File: src/rtl/ftoi_pipe.sv
// ftoi_pipe: pipelined IEEE-754 binary32 to INT_W-bit integer converter with dynamic rounding.
// Define FTOI_PIPE_FLAGS_EN to compute and register fflags; otherwise fflags is tied to 0.
module ftoi_pipe #(
    parameter int INT_W     = 32,
    parameter int PIPE_REGS = 2
) (
    input  logic             clk,
    input  logic             rstn,
    input  logic             order,
    output logic             accepted,
    output logic             done,
    input  logic [31:0]      rs1,
    input  logic [2:0]       rm,
    input  logic             is_unsigned,
    output logic [INT_W-1:0] rd,
    output logic [4:0]       fflags
);
    // Handshake: accepted follows order whenever rstn is high; there is no backpressure,
    // so every accepted op produces exactly one done pulse PIPE_REGS cycles later, in order.
    typedef struct packed {
        logic             v;
        logic             sign;
        logic             nan;
        logic             inf;
        logic             big;   // |value| >= 2^INT_W before rounding
        logic [INT_W-1:0] ip;
        logic             g;
        logic             st;
        logic [2:0]       rm;
        logic             uns;
    } dec_t;

    dec_t              d;
    dec_t              s;
    logic [7:0]        ex;
    logic [7:0]        sh;
    logic [INT_W+23:0] wide;
    logic              inc;
    logic [INT_W:0]    mag;
    logic              sat;
    logic [INT_W-1:0]  pos_sat;
    logic [INT_W-1:0]  neg_sat;
    logic [INT_W-1:0]  res;

    assign accepted = order & rstn;
    assign ex       = rs1[30:23];
    assign sh       = ex - 8'd126;
    // Significand scaled by 2^(e+1): integer part above bit 24, guard at bit 23, sticky below.
    assign wide     = {{INT_W{1'b0}}, 1'b1, rs1[22:0]} << sh;

    always_comb begin
        d      = '0;
        d.v    = accepted;
        d.sign = rs1[31];
        d.rm   = rm;
        d.uns  = is_unsigned;
        if (ex == 8'hff) begin
            d.nan = |rs1[22:0];
            d.inf = ~|rs1[22:0];
        end else if ({1'b0, ex} >= 9'(127 + INT_W)) begin
            d.big = 1'b1;
        end else if (ex >= 8'd126) begin
            d.ip = wide[INT_W+23:24];
            d.g  = wide[23];
            d.st = |wide[22:0];
        end else begin
            d.st = (ex != 8'd0) | (|rs1[22:0]);
        end
    end

    generate
        if (PIPE_REGS >= 2) begin : g_stage1
            always_ff @(posedge clk or negedge rstn) begin
                if (!rstn) begin
                    s <= '0;
                end else begin
                    s <= d;
                end
            end
        end else begin : g_comb
            assign s = d;
        end
    endgenerate

    always_comb begin
        case (s.rm)
            3'b001:  inc = 1'b0;
            3'b010:  inc = s.sign & (s.g | s.st);
            3'b011:  inc = ~s.sign & (s.g | s.st);
            3'b100:  inc = s.g;
            default: inc = s.g & (s.st | s.ip[0]);
        endcase
    end

    assign mag     = {1'b0, s.ip} + {{INT_W{1'b0}}, inc};
    assign pos_sat = s.uns ? '1 : {1'b0, {(INT_W-1){1'b1}}};
    assign neg_sat = s.uns ? '0 : {1'b1, {(INT_W-1){1'b0}}};

    // Range check after rounding, so a carry out of the top bit saturates too.
    always_comb begin
        if (s.nan | s.inf) begin
            sat = 1'b1;
        end else if (s.uns) begin
            sat = s.sign ? (s.big | (|mag)) : (s.big | mag[INT_W]);
        end else if (s.sign) begin
            sat = s.big | mag[INT_W] | (mag[INT_W-1] & (|mag[INT_W-2:0]));
        end else begin
            sat = s.big | mag[INT_W] | mag[INT_W-1];
        end
    end

    assign res = sat ? ((s.sign & ~s.nan) ? neg_sat : pos_sat)
                     : ((s.sign & ~s.uns) ? (-mag[INT_W-1:0]) : mag[INT_W-1:0]);

    always_ff @(posedge clk or negedge rstn) begin
        if (!rstn) begin
            done <= 1'b0;
            rd   <= '0;
        end else begin
            done <= s.v;
            if (s.v) begin
                rd <= res;
            end
        end
    end

`ifdef FTOI_PIPE_FLAGS_EN
    // Every saturating case is an invalid operation, which also masks inexact.
    always_ff @(posedge clk or negedge rstn) begin
        if (!rstn) begin
            fflags <= '0;
        end else if (s.v) begin
            fflags <= {sat, 3'b000, ~sat & (s.g | s.st)};
        end
    end
`else
    assign fflags = 5'b00000;
`endif

endmodule

File: config.mk
export PLATFORM = sky130hd
export DESIGN_NAME = ftoi_pipe
export DESIGN_NICKNAME = d
export VERILOG_FILES = /design/src/rtl/ftoi_pipe.sv
export SDC_FILE = /design/constraint.sdc
export NUM_CORES = 1
export LEC_CHECK = 0
export ABC_AREA = 0
export CORE_ASPECT_RATIO = 0.5
export CORE_MARGIN = 1
export CORE_UTILIZATION = 50
export DETAILED_ROUTE_END_ITERATION = 8
export PLACE_DENSITY_LB_ADDON = 0.12
export SLEW_MARGIN = 25
export SYNTH_ARGS = -nofsm -noshare
export SYNTH_HDL_FRONTEND = slang
export SYNTH_SLANG_ARGS = --single-unit
File: constraint.sdc
create_clock -name clk -period 7.3 [get_ports clk]
set_clock_uncertainty 0.15 [all_clocks]
set_input_delay 1.46 -clock clk [delete_from_list [all_inputs] [get_ports clk]]
set_output_delay 1.46 -clock clk [all_outputs]
set_load 0.02 [all_outputs]
# [Word level (Yosys, flattened, before mapping)]
# Index checks and enable logic that the tools add are counted.
# Widths: inputs -> output; s select.
[op_classes] add_sub_neg=3 order_cmp=2 eq_ne=5 shifts=1 mux=16 n_bitwise=18 reduce_logical=6
[op_table] cell="$mux 32" n=5
[op_table] cell="$shl 24x8->56" n=1
[op_table] cell="$reduce_or 23->1" n=2
[op_table] cell="$mux 35" n=1
[op_table] cell="$mux 34" n=1
[op_table] cell="$add 32x1->33" n=1
[op_table] cell="$mux 33" n=1
[op_table] cell="$reduce_or 33->1" n=1
[op_table] cell="$neg 32->32" n=1
[op_table] cell="$reduce_or 31->1" n=1
[op_table] cell="$eq 8x8->1 const B" n=1
[op_table] cell="$ge 8x7->1 const B" n=1
[op_table] cell="$ge 8x8->1 const B" n=1
[op_table] cell="$or 1x1->1" n=8
[op_table] cell="$reduce_bool 8->1" n=1
[op_table] cell="$sub 8x7->8 const B" n=1
[op_table] cell="$and 1x1->1" n=7
[op_table] cell="$eq 3x2->1 const B" n=2
[op_table] cell="$mux 1" n=6
[op_table] cell="$pmux 1 s4" n=1
[op_table] cell="$eq 3x1->1 const B" n=1
[op_table] cell="$eq 3x3->1 const B" n=1
[op_table] cell="$not 1->1" n=3
[op_table] cell="$mux 2" n=1
[op_table] cell="$logic_not 1->1" n=1
[word_totals] ff_bits=76 inputBits=39 out_inout_bits=39

# [Longest topological paths before layout]
# Gate-level depths: netlist of the first run.
[logic_depth] depth_word=11 mapped_depth=18 mapped_depth_nobuf=16

# [Worst setup path before layout of the first run]
# No wires, ideal clock.
[synth_path] path_type="input to register" from="in rs1[23]" to="reg s[4] (netlist name)" setup_ns=0.124 t_arrival_ns=3.984 required_ns=7.026 path_slack_ns=3.042 stages=11 cell_sequence="buf_2 -> buf_2 -> clkbuf_1 -> mux2i_1 -> nand2_1 -> a32oi_1 -> nor2_1 -> nor4b_1 -> a41oi_1 -> or4_1 -> o31a_1"
[synth_lines] item="start: declaration" line="12" rtl="input logic [31:0] rs1,"
[synth_lines] item="end signal: assignment" line="75" rtl="s <= '0;"
[synth_lines] item="end signal: assignment" line="77" rtl="s <= d;"
[synth_lines] item="end: declaration" line="34" rtl="dec_t s;"

==> results of run 1 <==
-- power by group through the flow --
stage | Clock [W] | Sequential, W | Combinational [W]
2_1_floorplan | 0 | 0.000516 | 0.000248
3_3_place_gp | 0 | 0.000486 | 0.000436
3_5_place_dp | 0 | 0.000487 | 0.000438
4_1_cts | 0.000518 | 0.000480 | 0.000441
5_1_grt | 0.000538 | 0.000485 | 0.000483
6_report | 0.000511 | 0.000480 | 0.000445
-- metal layers --
metal,vias up,wire (µm),global-route usage [%]
met5,-,0,0
met4,0,482,9.52
met3,45,1330,4.41
met2,315,8820,46.9
met1,3187,9570,43.7
li1,3230,-,-
-- cell usage after synthesis (all sizes together), types with 10 or more instances --
| cell | count |
|---|---|
| nor4 | 21 |
| nor3 | 19 |
| buf | 27 |
| dfrtp | 76 |
| a22oi | 14 |
| nand2 | 130 |
| nand3 | 34 |
| clkbuf | 39 |
| and2 | 10 |
| o21ai | 32 |
| a21oi | 82 |
| o22ai | 10 |
| inv | 10 |
| a211oi | 17 |
| nor2 | 118 |
| xnor2 | 47 |
| xor2 | 19 |
| nand4 | 14 |
| mux2i | 27 |
-- layout by cell type, fill, tap and decap left out, types with 4 or more instances in the layout --
| master | n |
|---|---|
| sky130_fd_sc_hd__mux2_2 | 8 |
| sky130_fd_sc_hd__o22ai_1 | 10 |
| sky130_fd_sc_hd__a31o_2 | 4 |
| sky130_fd_sc_hd__buf_4 | 13 |
| sky130_fd_sc_hd__a22oi_1 | 14 |
| sky130_fd_sc_hd__a21o_1 | 6 |
| sky130_fd_sc_hd__a211oi_1 | 16 |
| sky130_fd_sc_hd__clkbuf_16 | 9 |
| sky130_fd_sc_hd__and3_1 | 9 |
| sky130_fd_sc_hd__dfrtp_1 | 76 |
| sky130_fd_sc_hd__ha_1 | 4 |
| sky130_fd_sc_hd__xor2_1 | 18 |
| sky130_fd_sc_hd__o21ai_1 | 4 |
| sky130_fd_sc_hd__nor3_1 | 19 |
| sky130_fd_sc_hd__a21oi_1 | 82 |
| sky130_fd_sc_hd__or4_1 | 8 |
| sky130_fd_sc_hd__or3_1 | 7 |
| sky130_fd_sc_hd__nand2_1 | 129 |
| sky130_fd_sc_hd__mux4_2 | 9 |
| sky130_fd_sc_hd__and4_1 | 5 |
| sky130_fd_sc_hd__nor3b_1 | 4 |
| sky130_fd_sc_hd__a31oi_1 | 6 |
| sky130_fd_sc_hd__nor4_1 | 20 |
| sky130_fd_sc_hd__and2_1 | 10 |
| sky130_fd_sc_hd__o21ai_0 | 28 |
| sky130_fd_sc_hd__xnor2_1 | 46 |
| sky130_fd_sc_hd__nand3_1 | 34 |
| sky130_fd_sc_hd__nor2_1 | 118 |
| sky130_fd_sc_hd__o211ai_1 | 4 |
| sky130_fd_sc_hd__conb_1 | 5 |
| sky130_fd_sc_hd__clkdlybuf4s50_1 | 70 |
| sky130_fd_sc_hd__nor2b_1 | 8 |
| sky130_fd_sc_hd__o31ai_1 | 8 |
| sky130_fd_sc_hd__mux2i_1 | 27 |
| sky130_fd_sc_hd__inv_1 | 10 |
| sky130_fd_sc_hd__nand4_1 | 11 |
-- worst register-to-register path, stage by stage, from the launching register on --
cell and delay (ps):
sky130_fd_sc_hd__dfrtp_1 480, sky130_fd_sc_hd__xnor2_1 170, sky130_fd_sc_hd__nor3b_1 240, sky130_fd_sc_hd__a21oi_1 110
sky130_fd_sc_hd__nor2_1 100, sky130_fd_sc_hd__ha_1 200, sky130_fd_sc_hd__ha_1 450, sky130_fd_sc_hd__nand2_1 230
sky130_fd_sc_hd__nor4_1 620, sky130_fd_sc_hd__nand2_1 300, sky130_fd_sc_hd__nor3b_1 400, sky130_fd_sc_hd__o211ai_1 200
sky130_fd_sc_hd__a2111oi_0 430, sky130_fd_sc_hd__o21ba_2 550, sky130_fd_sc_hd__nand2_1 170, sky130_fd_sc_hd__a21oi_1 190
-- how the worst max path moves through the flow --
stage                                    end  slack, ps  cells after the start
final                         s[4]$_DFF_PN0_       2210                     12
after global routing      rd[21]$_DFFE_PN0P_       1860                     15
after CTS                     s[4]$_DFF_PN0_       2290                     13
after detailed placement      s[4]$_DFF_PN0_       1950                     13
after global placement        s[4]$_DFF_PN0_       2020                     13
after floorplan               s[4]$_DFF_PN0_       3040                     11
-- cell type report --
class	instances	area share (%)
Timing Repair Buffer	85	10.4
Clock inverter	7	1.59
Inverter	10	0.481
Clock buffer	9	2.88
Multi-Input combinational cell	730	57.5
Tap cell	170	2.72
Sequential cell	76	24.4
-- stage by stage --
stage                     utilization, %  setup WS, ps  power (W)  hold WS (ps)  instance area [µm²]
final                               60.6          2210    0.00144           355                 7810
after global routing                60.6          1860    0.00151           379                 7810
after CTS                           60.6          2290    0.00144           354                 7800
after detailed placement            57.9          1950   0.000925           341                 7450
after global placement              57.9          2020   0.000922           339                 7450
after floorplan                        -          3040   0.000765           266                 6720
-- cells by family after synthesis --
| family | synth area share, % |
|---|---|
| xor gates and xnor gates | 8.63 |
| muxes | 8.40 |
| DFF | 28.4 |
| adders and majority gates | 0.747 |
| AOI/OAI and AO/OA | 21.1 |
| other | 0.0560 |
| and+or+nand+nor | 27.6 |
| buffers and inverters | 5.04 |
-- sequential cells by signal, indices dropped and copies added, names as in the netlist --
signal	flops
rd	32
s	43
done	1
==> key figures, run 1 <==
Pwr
  – Internal: 0.000973 W
  – Power dissipated by switching net loads: 0.000464 W
  – Portion of total power attributed to the clock network: 35.6%
  – Fraction of power spent switching nets: 32.3%
  – Part of the power in combinational logic: 31.0%
  – Maximum ir drop on the vdd rail: 95.6 µV
  – Leakage Power: 2.97 nW
  – Reg power frac: 33.4%
  – Power per standard cell area: 184 nW/µm²

Clocking
  – Buffer depth of the longest clock path: 2
  – Clock latency on the worst-skew pair: 340 ps
  – CTS tree: built
  – Clock Tree Root: sky130_fd_sc_hd__clkbuf_16
  – Post_cts resized: 0
  – Total number of clock tree sinks: 76
  – # H-tree levels: 3
  – Clock-pin slew of the registers on the worst-case setup and hold paths: 60 ps
  – Hold-fix buffers, CTS: 0
  – Post-CTS setup buffer count: 0
  – Number of buffers created by CTS: 9

Detailed routing
  – Total iterations of the first detailed-routing run: 7
  – Via Count: 6777
  – Via-per-instance ratio: 6.23
  – Count of routing violations after the opening detailed-route iteration: 743
  – Average wire length per cell after detail routing: 18.6 µm
  – Remaining antenna violation count: 0
  – Total wire length: 20200 µm
  – DR DRC count: 9

Critical path
  – Worst EP required: 7380 ps
  – Endpoint kind of the worst setup timing path: flip-flop
  – Reg2Reg Setup Slack: 2250 ps
  – Worst setup path startpoint: rs1[24]
  – Endpoint of the worst-slack reg-to-reg timing path: rd[25]$_DFFE_PN0P_
  – Most prevalent standard cell on the critical path: sky130_fd_sc_hd__buf_4
  – Depth of the worst register-to-register path: 15
  – Family of cells with the greatest summed delay on the critical path: buffers and inverters
  – Largest incremental delay on the critical path: 490 ps
  – Critical Path Source Type: primary input
  – Worst path slowest cell: sky130_fd_sc_hd__or4_1
  – CP max FO: 35
  – Category of the most critical setup path: primary input to flip-flop
  – Cell Chain, Critical Path: clkdlybuf4s50_1, buf_4, ha_1, buf_4, inv_1, nand2_1, a32oi_1, nor2_1, nor4b_1, a41oi_1, or4_1, o31a_1
  – Source of the worst register-to-register timing path: s[41]$_DFF_PN0_
  – Crit path buffers/inverters: 4
  – Arrival time at the worst endpoint: 5170 ps

Logic synthesis
  – Synth area leaders: sky130_fd_sc_hd__dfrtp_1 28%, sky130_fd_sc_hd__nand2_1 7.2%, sky130_fd_sc_hd__nor2_1 6.6%
  – Yosys warns: 0
  – Number of unique standard cell types used by synthesis: 71
  – Post-synth EDFFs: 0
  – Yosys top cell area share: 28.4%
  – Post-synthesis cell area: 6700 µm²
  – Most used flip-flop cell after synthesis: sky130_fd_sc_hd__dfrtp_1
  – Register area share after synthesis: 28.4%
  – Flip-flop and latch count after synthesis: 76
  – Share of async-settable or async-resettable flops after synthesis: 100%
  – Average instance area after synthesis: 7.63 µm²
  – Post-synth top area cell: sky130_fd_sc_hd__dfrtp_1
  – Number of cells produced by synthesis: 878

Placement
  – Port Buf Inserts: 72
  – Dpl cells: 1071
  – Weighted congestion at the end of routability-driven global placement: 0.941
  – Detailed-placement wirelength estimate: 15300 µm

Final layout
  – Net count, final: 955
  – Layout cell share with drive strength beyond 1: 6.98%
  – Non-Filler Instances: 1087
  – Sequential standard cell area: 1900 µm²
  – Multi-input logic area: 4490 µm²
  – Number of antenna diodes: 0
  – Area added between synthesis and finish: 16.5%
  – Count of filler cells inserted in the layout: 1201

Floorplan
  – Row count: 29
  – Overall die width: 166 µm
  – Initial cell density of the core: 52.0%
  – Top Ports: 78
  – Die ar.: 13900 µm²
  – Core footprint: 12900 µm²
  – Die outline height: 83.9 µm

Global route
  – Number of antenna violations at the first check in global routing: 0
  – Largest net degree at the start of global routing: 77
  – Global route overflow: 0
  – Total Routing Usage GR: 30.3%
  – Via count of the first global-routing pass: 6266
  – Global-route wire length before repair: 33700 µm

Hold path
  – Number of cells on the worst hold path: 2
  – Hold Path Sink: rd[20]$_DFFE_PN0P_
  – Min-delay worst type: flip-flop to flip-flop
  – Worst hold start: rd[20]$_DFFE_PN0P_

Timing
  – Final clock period utilization by the worst path: 69.8%
  – Slew of the pin with the lowest slew margin: 965 ps
  – Max-slew violation count: 0
  – Max Fclk: 196 MHz
  – Number of failing setup endpoints in the final timing report: 0
  – Count of final hold-check violations: 0
  – Fin Setup TNS: 0 ps
  – Unrepaired setup endpoints after global routing: no
  – Max transition margin: 35.7%
  – Min Tclk post-route: 5090 ps

Outcome
  – Failing checks: design-rule violations
  – Result of the run: finished with violations

Job
  – Maximum capacitance violations: 0
Power figures use the tool's default switching activity.
==> inputs of run 2 (changes only) <==
- clock period: 7.3 -> 5.3 ns (I/O delays scaled with it)
==> run 2 against run 1 <==
  * The flow still finishes with violations (design-rule violations)
  * Sequential power increased by 38%
  * Setup slack got worse by 1600 ps
  * Non-clock buffer count increased by 5
  * Cell count increased by 0.46%
  * Clock power increased by 7.6%
  * Critical path type is now flip-flop to flip-flop
  * Highest routed layer unchanged
==> key figures, run 2 (synthesis gave the netlist of run 1 again) <==
Outcome
  – Result of the run: finished with violations (unchanged)
  – Failing checks: design-rule violations (unchanged)

Timing
  – Min Tclk post-route: 4720 ps
  – Final clock period utilization by the worst path: 89.1%
  – Unrepaired setup endpoints after global routing: no (unchanged)
  – Count of final hold-check violations: 0 (unchanged)
  – Max Fclk: 212 MHz
  – Slew of the pin with the lowest slew margin: 845 ps (was 965 ps)
  – Max transition margin: 43.5% (was 35.7%)
  – Fin Setup TNS: 0 ps (unchanged)
  – Max-slew violation count: 0 (unchanged)
  – Number of failing setup endpoints in the final timing report: 0 (unchanged)

Placement
  – Port Buf Inserts: 72 (unchanged)
  – Post-placement cell area: 7490 µm² (was 7450 µm²)
  – Detailed-placement wirelength estimate: 15200 µm (was 15300 µm)
  – Weighted congestion at the end of routability-driven global placement: 1.04 (was 0.941)

Clocking
  – Post-CTS setup buffer count: 0 (unchanged)
  – Clock latency on the worst-skew pair: 340 ps (about the same)
  – Number of buffers created by CTS: 9 (unchanged)
  – CTS tree: built (unchanged)
  – # H-tree levels: 3 (unchanged)
  – Clock Tree Root: sky130_fd_sc_hd__clkbuf_16 (unchanged)
  – Buffer depth of the longest clock path: 2 (unchanged)
  – Total number of clock tree sinks: 76 (unchanged)
  – Hold-fix buffers, CTS: 0 (unchanged)
  – Clock-pin slew of the registers on the worst-case setup and hold paths: 60 ps (about the same)

Critical path
  – Source of the worst register-to-register timing path: s[41]$_DFF_PN0_ (unchanged)
  – Arrival time at the worst endpoint: 4820 ps (was 5170 ps)
  – Depth of the worst register-to-register path: 15 (unchanged)
  – Category of the most critical setup path: flip-flop to flip-flop (was primary input to flip-flop)
  – Largest incremental delay on the critical path: 540 ps (was 490 ps)
  – Family of cells with the greatest summed delay on the critical path: simple AND/OR/NAND/NOR gates (was buffers and inverters)
  – Endpoint kind of the worst setup timing path: flip-flop (unchanged)
  – CP max FO: 31 (was 35)
  – Worst EP required: 5400 ps (was 7380 ps)
  – Critical Path Source Type: flip-flop (was primary input)
  – Reg2Reg Setup Slack: 580 ps (was 2250 ps)
  – Most prevalent standard cell on the critical path: sky130_fd_sc_hd__nand2_1 (was sky130_fd_sc_hd__buf_4)
  – Cell Chain, Critical Path: xnor2_1, nor3b_1, a21oi_1, nor2_1, ha_1, ha_1, nand2_1, nor4_2, nand2_1, nor3b_1, o211ai_1, a2111oi_0, o21ba_4, nand2_1, a21oi_1 (was clkdlybuf4s50_1, buf_4, ha_1, buf_4, inv_1, nand2_1, a32oi_1, nor2_1, nor4b_1, a41oi_1, or4_1, o31a_1)
  – Endpoint of the worst-slack reg-to-reg timing path: rd[8]$_DFFE_PN0P_ (was rd[25]$_DFFE_PN0P_)
  – Crit path buffers/inverters: 0 (was 4)
  – Worst path slowest cell: sky130_fd_sc_hd__a2111oi_0 (was sky130_fd_sc_hd__or4_1)

Floorplan
  – Die ar.: 13900 µm² (unchanged)
  – Top Ports: 78 (unchanged)
  – Row count: 29 (unchanged)
  – Core footprint: 12900 µm² (unchanged)
  – Die outline height: 83.9 µm (unchanged)
  – Overall die width: 166 µm (unchanged)
  – Initial cell density of the core: 52.0% (unchanged)

Final layout
  – Fin area: 7780 µm² (was 7810 µm²)
  – Number of antenna diodes: 0 (unchanged)
  – Count of filler cells inserted in the layout: 1201 (unchanged)
  – Net count, final: 960 (was 955)
  – Most frequent standard cell in the layout excluding fill and tap cells: sky130_fd_sc_hd__nand2_1 (unchanged)
  – Area added between synthesis and finish: 16.1% (was 16.5%)
  – Registers with the most flip-flops: s: 43 flops, rd: 32 flops, done: 1 flops (unchanged)
  – Multi-input logic area: 4500 µm² (was 4490 µm²)
  – Sequential standard cell area: 1900 µm² (unchanged)
  – Number of flip-flops under the largest register name: 43 (unchanged)
  – Most used cells in the layout excluding fill and tap cells: 129 x sky130_fd_sc_hd__nand2_1, 118 x sky130_fd_sc_hd__nor2_1, 82 x sky130_fd_sc_hd__a21oi_1 (unchanged)
  – Layout cell share with drive strength beyond 1: 7.48% (was 6.98%)
  – Register with the most flip-flops: s (unchanged)

Global route
  – Number of antenna violations at the first check in global routing: 0 (unchanged)
  – Via count of the first global-routing pass: 6141 (was 6266)
  – Total Routing Usage GR: 29.2% (was 30.3%)
  – Global route overflow: 0 (unchanged)
  – Global-route wire length before repair: 32500 µm (was 33700 µm)
  – Largest net degree at the start of global routing: 77 (unchanged)

Detailed routing
  – Total wire length: 19600 µm (was 20200 µm)
  – Count of routing violations after the opening detailed-route iteration: 830 (was 743)
  – DR DRC count: 9 (unchanged)
  – Remaining antenna violation count: 0 (unchanged)
  – Total iterations of the first detailed-routing run: 9 (was 7)
  – Via-per-instance ratio: 6.15 (was 6.23)
  – Via Count: 6715 (was 6777)
  – Average wire length per cell after detail routing: 17.9 µm (was 18.6 µm)

Pwr
  – Power per standard cell area: 234 nW/µm² (was 184 nW/µm²)
  – Maximum ir drop on the vdd rail: 122 µV (was 95.6 µV)
  – Leakage Power: 2.95 nW (was 2.97 nW)

Hold path
  – Hold Path Sink: rd[27]$_DFFE_PN0P_ (was rd[20]$_DFFE_PN0P_)
  – Number of cells on the worst hold path: 2 (unchanged)
  – Worst hold start: rd[27]$_DFFE_PN0P_ (was rd[20]$_DFFE_PN0P_)
  – Min-delay worst type: flip-flop to flip-flop (unchanged)

Job
  – Maximum capacitance violations: 0 (unchanged)
-- run 2: cell types whose count changed in the layout (fill, tap and decap cells not counted) --
| cell | change |
|---|---|
| sky130_fd_sc_hd__buf_4 | +5 |
| sky130_fd_sc_hd__bufinv_16 | -3 |
| sky130_fd_sc_hd__clkinv_2 | +2 |
| sky130_fd_sc_hd__clkinvlp_4 | +2 |
| sky130_fd_sc_hd__clkbuf_1 | +1 |
| sky130_fd_sc_hd__clkinv_4 | -1 |
| sky130_fd_sc_hd__inv_6 | -1 |
| sky130_fd_sc_hd__nor4_1 | -1 |
| sky130_fd_sc_hd__nor4_2 | +1 |
| sky130_fd_sc_hd__o21ba_2 | -1 |
| sky130_fd_sc_hd__o21ba_4 | +1 |
-- run 2: cell type report --
cell class / instances / area share [%]
Multi-Input combinational cell: 730 / 57.9
Sequential cell: 76 / 24.4
Timing Repair Buffer: 90 / 11.0
Clock buffer: 10 / 2.94
Tap cell: 170 / 2.73
Clock inverter: 6 / 0.531
Inverter: 10 / 0.483
-- run 2: what timing repair did --
item                                    in CTS  in global routing
endpoints found under the setup margin       0                 32
hold endpoints to repair                     0                  0
gates resized for setup                      0                  2
-- run 2: worst min-delay path, delay by kind of cell, from the launching register on --
kind	cells	cell delay (ps)
AO/OA/AOI/OAI	2	140
flip-flops	1	340
-- run 2: routing by layer --
metal / up-vias / part of all wire, % / global-route usage [%]
li1: 3252 / - / -
met1: 3128 / 49 / 42.9
met2: 306 / 43 / 44.7
met3: 29 / 6.5 / 3.51
met4: 0 / 1.9 / 9.52
met5: - / 0 / 0
-- run 2: worst max-delay path by stage --
stage	from	slack (ps)	cells past startpoint	to
after CTS	s[41]$_DFF_PN0_	390	15	rd[10]$_DFFE_PN0P_
after detailed placement	s[41]$_DFF_PN0_	400	15	rd[10]$_DFFE_PN0P_
after floorplan	rs1[23]	1440	11	s[4]$_DFF_PN0_
final	s[41]$_DFF_PN0_	580	15	rd[8]$_DFFE_PN0P_
after global placement	s[41]$_DFF_PN0_	660	15	rd[23]$_DFFE_PN0P_
after global routing	s[41]$_DFF_PN0_	40	15	rd[8]$_DFFE_PN0P_
-- run 2: report_power, final --
| group | leakage (nW) | internal, W | switching (W) |
|---|---|---|---|
| Sequential | 0.976 | 0.000627 | 0.0000341 |
| Clock | 0.124 | 0.000315 | 0.000234 |
| Combinational | 1.85 | 0.000254 | 0.000358 |
-- run 2: metrics by stage --
stage          std cells  total power [W]  hold WS [ps]  utilization, %  setup WS (ps)
3_3_place_gp        1076          0.00127           346            58.2            662
5_1_grt             1092          0.00192           380            60.4           43.6
3_5_place_dp        1076          0.00127           346            58.2            402
4_1_cts             1092          0.00182           359            60.3            395
2_1_floorplan        882          0.00105           266               -           1440
6_report            1092          0.00182           368            60.4            579
